--- config.mk ---
export PLATFORM = sky130hd
export DESIGN_NAME = piso_nbit_tx
export DESIGN_NICKNAME = d
export VERILOG_FILES = /design/src/rtl/piso_sipo_defs_pkg.sv /design/src/rtl/bit_tick_gen.sv /design/src/rtl/piso_nbit_tx.sv
export SDC_FILE = /design/constraint.sdc
export NUM_CORES = 1
export LEC_CHECK = 0
export ABC_CLOCK_PERIOD_IN_PS = 3050
export CORE_MARGIN = 10
export CORE_UTILIZATION = 50
export DETAILED_ROUTE_END_ITERATION = 8
export GPL_TIMING_DRIVEN = 0
export PLACE_DENSITY = 0.77
export SYNTH_ARGS = -nofsm -noshare
export SYNTH_HDL_FRONTEND = slang
export SYNTH_SLANG_ARGS = --single-unit
--- constraint.sdc ---
create_clock -name clk -period 3.05 [get_ports clk]
set_clock_uncertainty 0.2 [all_clocks]
set_input_delay 0.915 -clock clk [delete_from_list [all_inputs] [get_ports clk]]
set_output_delay 0.915 -clock clk [all_outputs]
set_load 0.02 [all_outputs]
--- src/rtl/piso_sipo_defs_pkg.sv ---
// rtl/piso_sipo_defs_pkg.sv - shared definitions for the PISO transmitter and its paired SIPO receiver
package piso_sipo_defs_pkg;

  typedef enum logic [1:0] {
    ST_IDLE  = 2'd0,
    ST_SHIFT = 2'd1,
    ST_DONE  = 2'd2
  } state_t;

  // Both ends of the link must agree on bit order.
  localparam bit MSB_FIRST_DEFAULT = 1'b1;

  function automatic int bit_cnt_w(input int n);
    return (n < 2) ? 1 : $clog2(n);
  endfunction

  function automatic int div_cnt_w(input int div);
    return (div < 2) ? 1 : $clog2(div);
  endfunction

endpackage

--- src/rtl/bit_tick_gen.sv ---
// rtl/bit_tick_gen.sv - per-bit clock divider; tick marks the last cycle of each serial bit
module bit_tick_gen
  import piso_sipo_defs_pkg::*;
#(
  parameter int DIV = 4
) (
  input  logic clk,
  input  logic reset_al_in,
  input  logic en,
  input  logic clr,
  output logic tick
);

  localparam int DCW = div_cnt_w(DIV);
  localparam logic [DCW-1:0] DIV_LAST = DCW'(DIV - 1);

  logic [DCW-1:0] div_cnt;

  // With DIV=1 the counter stays at zero and tick follows en.
  always_ff @(posedge clk or negedge reset_al_in) begin
    if (!reset_al_in) begin
      div_cnt <= '0;
    end else if (clr) begin
      div_cnt <= '0;
    end else if (en) begin
      div_cnt <= (div_cnt == DIV_LAST) ? '0 : div_cnt + 1'b1;
    end
  end

  assign tick = en && (div_cnt == DIV_LAST);

endmodule

--- src/rtl/piso_nbit_tx.sv ---
// rtl/piso_nbit_tx.sv - N-bit parallel-in/serial-out transmitter with valid/ready load and done pulse
module piso_nbit_tx
  import piso_sipo_defs_pkg::*;
#(
  parameter int N         = 16,
  parameter int DIV       = 4,
  parameter bit MSB_FIRST = MSB_FIRST_DEFAULT
) (
  input  logic         clk,
  input  logic         reset_al_in,
  input  logic [N-1:0] d_in,
  input  logic         load_valid,
  output logic         load_ready,
  output logic         ser_out,
  output logic         ser_frame,
  output logic         busy,
  output logic         done
);

  localparam int BCW = bit_cnt_w(N);
  localparam logic [BCW-1:0] BIT_LAST = BCW'(N - 1);

  state_t         state;
  logic [N-1:0]   shreg;
  logic [N-1:0]   shreg_next;
  logic [BCW-1:0] bit_cnt;
  logic           accept;
  logic           tick;
  logic           first_bit;
  logic           next_bit;

  assign load_ready = (state == ST_IDLE);
  assign busy       = (state != ST_IDLE);
  assign accept     = load_valid && load_ready;

  bit_tick_gen #(
    .DIV(DIV)
  ) u_tick (
    .clk         (clk),
    .reset_al_in (reset_al_in),
    .en          (state == ST_SHIFT),
    .clr         (accept),
    .tick        (tick)
  );

  // The bit on ser_out is always the head of the shift register.
  always_comb begin
    shreg_next = '0;
    first_bit  = 1'b0;
    next_bit   = 1'b0;
    if (MSB_FIRST) begin
      shreg_next = {shreg[N-2:0], 1'b0};
      first_bit  = d_in[N-1];
      next_bit   = shreg_next[N-1];
    end else begin
      shreg_next = {1'b0, shreg[N-1:1]};
      first_bit  = d_in[0];
      next_bit   = shreg_next[0];
    end
  end

  always_ff @(posedge clk or negedge reset_al_in) begin
    if (!reset_al_in) begin
      state     <= ST_IDLE;
      shreg     <= '0;
      bit_cnt   <= '0;
      ser_out   <= 1'b0;
      ser_frame <= 1'b0;
      done      <= 1'b0;
    end else begin
      done <= 1'b0;
      case (state)
        ST_IDLE: begin
          if (accept) begin
            shreg     <= d_in;
            bit_cnt   <= '0;
            ser_out   <= first_bit;
            ser_frame <= 1'b1;
            state     <= ST_SHIFT;
          end else begin
            ser_out   <= 1'b0;
            ser_frame <= 1'b0;
          end
        end
        ST_SHIFT: begin
          if (tick) begin
            if (bit_cnt == BIT_LAST) begin
              bit_cnt   <= '0;
              ser_out   <= 1'b0;
              ser_frame <= 1'b0;
              done      <= 1'b1;
              state     <= ST_DONE;
            end else begin
              shreg   <= shreg_next;
              bit_cnt <= bit_cnt + 1'b1;
              ser_out <= next_bit;
            end
          end
        end
        ST_DONE: begin
          ser_out   <= 1'b0;
          ser_frame <= 1'b0;
          state     <= ST_IDLE;
        end
        default: begin
          state <= ST_IDLE;
        end
      endcase
    end
  end

endmodule

==> metrics <==
routed len/inst=around 15 µm; final hold violation count=0; worst path required time=between 1.5 and 2 ns; crit path DAT=approximately 1.6 ns; Syn-to-layout area delta=25.3%; PD cells=roughly 870 mW/mm²; Max Cap Violations=0; syn nets=approximately 160; sequential area share after synthesis=0.510; Netlist cell types=27; max-slew violation total from the final report=0; layout cell share with drive strength beyond 1=0.101; die area=around 0.0050 mm²; drt first pass iters=4; WHS Path Cells=1; hold slack=around 0.33 ns; core footprint=0.00245 mm²; Leakage Power=a little under 0.7 nW; Worst Hold Class=flip-flop to flip-flop; maximum clock frequency=approximately 360 MHz; worst skew pair latency=0.32 ns; Slew @ Worst Pin=between 1 and 1.5 ns; GRT Overall Usage=0.117; Clock Power Share=0.168; kind of critical path=flip-flop to output port; final worst slack=around 0.31 ns; post-cts hold buffer count=0; Period minus WS final=2.74 ns; Remaining DRCs=0; vias per cell=about 5.5; Cell Rows=18; sequential share of power=0.386; Largest stage delay, worst path=roughly 0.60 ns; Iter 0 DRT Violations=a little over 100; NumNets Final=184; die width=around 71 µm; Filler cells=slightly above 200; r2r worst-path depth=8; setup TNS=0 ns; vias=1031; Initial Utilization=0.520; outcome=finished clean; Post-Syn Area=approximately 0.0013 mm²; die height=70.5 µm; I/O Pins=24; largest net degree at the start of global routing=27; Diodes inserted=0; crit-path cells=inv_1 -> ha_1 -> clkdlybuf4s50_1; Psw=between 0.5 and 0.6 mW; Routability Congestion=approximately 0.78; first-pass GRT wire length=roughly 4900 µm; initial antenna violation count=0; clk slew on worst S/H paths=~0.14 ns; Synth Instances=roughly 130; CP max-delay cell=clkdlybuf4s50_1; GRT overflow=0; DP Worst Slack=approximately 0.25 ns; Buffers on Ports=23; Max-Slew Margin vs Limit=0.249; top fanout value on the critical path=3; Finished Cell Area=around 0.0016 mm²; Startpoint Class=flip-flop; endpoints failing setup=0; CTS root buf=clkbuf_4; mean post-synth cell area=approximately 10 µm²; Synth Register Bits=26; Worst Setup End Kind=output port; HPWL after detailed placement=between 2000 and 2500 µm; number of global-route vias before repair=approximately 1100; Antenna Nets Post-Route=0; Clock Sinks=26; part of the cycle the worst path needs=0.899; CTS Buf Count=3; Max clock buf depth=2; Sw Share=0.373; CTS tree=yes; H-tree levels=1; Routed WL=roughly 2800 µm; Comb power frac=0.446; Syn. warnings=0; worst vdd ir=roughly 0.49 mV; Int Power=approximately 0.88 mW; unrepaired setup endpoints after global routing=no; cell area after placement=roughly 0.0015 mm²
[routing by layer]
layer / routed length [µm] / GRT usage
met5: 0 / 0
met4: 51 / 0.0461
met3: 121 / 0.0254
met2: 1360 / 0.197
met1: 1230 / 0.140
[stage by stage]
step	utilization	std cells	total power, mW
floorplan	-	131	0.988
global placement	0.629	184	1.14
detailed placement	0.629	184	1.17
CTS	0.650	188	1.41
global route	0.651	188	1.51
finish	0.651	188	1.40
[power by group through the flow]
stage	clock, mW	combinational, mW	sequential, mW
global placement	0	0.606	0.538
global route	0.260	0.695	0.557
finish	0.235	0.623	0.539
floorplan	0	0.450	0.538
CTS	0.242	0.631	0.539
detailed placement	0	0.627	0.546
[final cells by class]
cell class	count	area, µm²	area share
sequential	26	651	0.407
tap	30	37.5	0.0235
buffer	5	36.3	0.0227
clock buffer	3	22.5	0.0141
inverter	6	22.5	0.0141
multi-input combinational	94	567	0.354
timing repair buffer	23	233	0.146
clock inverter	1	30.0	0.0188
[critical path, delay by kind of cell, from the launching register on]
| family | cells | cell delay (ns) |
|---|---|---|
| buffers and inverters | 2 | 0.71 |
| flip-flops | 1 | 0.43 |
| adder cells (fa/ha/maj) | 1 | 0.17 |
[timing repair]
item	in CTS	in global routing
resized for setup	0	1
hold endpoints to repair	0	0
buffers inserted	0	0
endpoints found under the setup margin	0	1
[synthesized netlist by cell type]
cell type / instances / share of area
and3_1: 2 / 0.0098
inv_1: 6 / 0.018
nor2b_4: 1 / 0.011
nor3b_1: 1 / 0.0059
a21o_1: 1 / 0.0059
ha_1: 6 / 0.059
buf_2: 2 / 0.0078
a31o_2: 1 / 0.0069
buf_4: 2 / 0.012
nand2_1: 6 / 0.018
o22ai_1: 14 / 0.069
a31oi_1: 3 / 0.015
a211oi_4: 1 / 0.016
nor2_1: 33 / 0.097
a21oi_1: 6 / 0.024
nor2b_1: 2 / 0.0098
buf_6: 1 / 0.0088
dfrtp_1: 26 / 0.51
nand4_1: 1 / 0.0049
mux2_2: 2 / 0.018
o21ai_0: 6 / 0.024
nand3_1: 2 / 0.0078
mux2i_1: 2 / 0.016
mux2i_2: 1 / 0.011
nor3_1: 1 / 0.0039
nand4_2: 1 / 0.0098
nand2b_1: 1 / 0.0049
[flip-flops by register name, indices dropped and copies added, names as in the netlist]
signal,flops
done,1
state,2
ser_frame,1
ser_out,1
bit_cnt,4
u_tick.div_cnt,2
shreg,15
[cells in the final DEF (no fill, tap or decap), types with 3 or more instances in the layout]
master,n
o21ai_0,6
inv_1,6
dfrtp_1,26
a21oi_1,6
o22ai_1,14
clkdlybuf4s50_1,22
nor2_1,33
a31oi_1,3
ha_1,6
clkbuf_4,3
nand2_1,6
[kinds of logic after synthesis]
logic type               count (synthesis)  synth area share
flip-flops                              26             0.510
AND/OR/NAND/NOR                         51             0.182
multiplexers                             5            0.0441
buffers and inverters                   11            0.0461
AO/OA/AOI/OAI                           32             0.159
adder cells (fa/ha/maj)                  6            0.0588
[path summary, 6_finish.rpt]
check	from	slack, ns	to
min reg2reg	ser_frame	0.33	ser_frame
min	ser_frame	0.33	ser_frame
max reg2reg	state[0]	1.01	shreg[9]
max in group asynchronous	reset_al_in	1.01	shreg[13]
min in group asynchronous	reset_al_in	0.98	state[0]
max	state[1]	0.31	load_ready
Power figures use the tool's default switching activity.
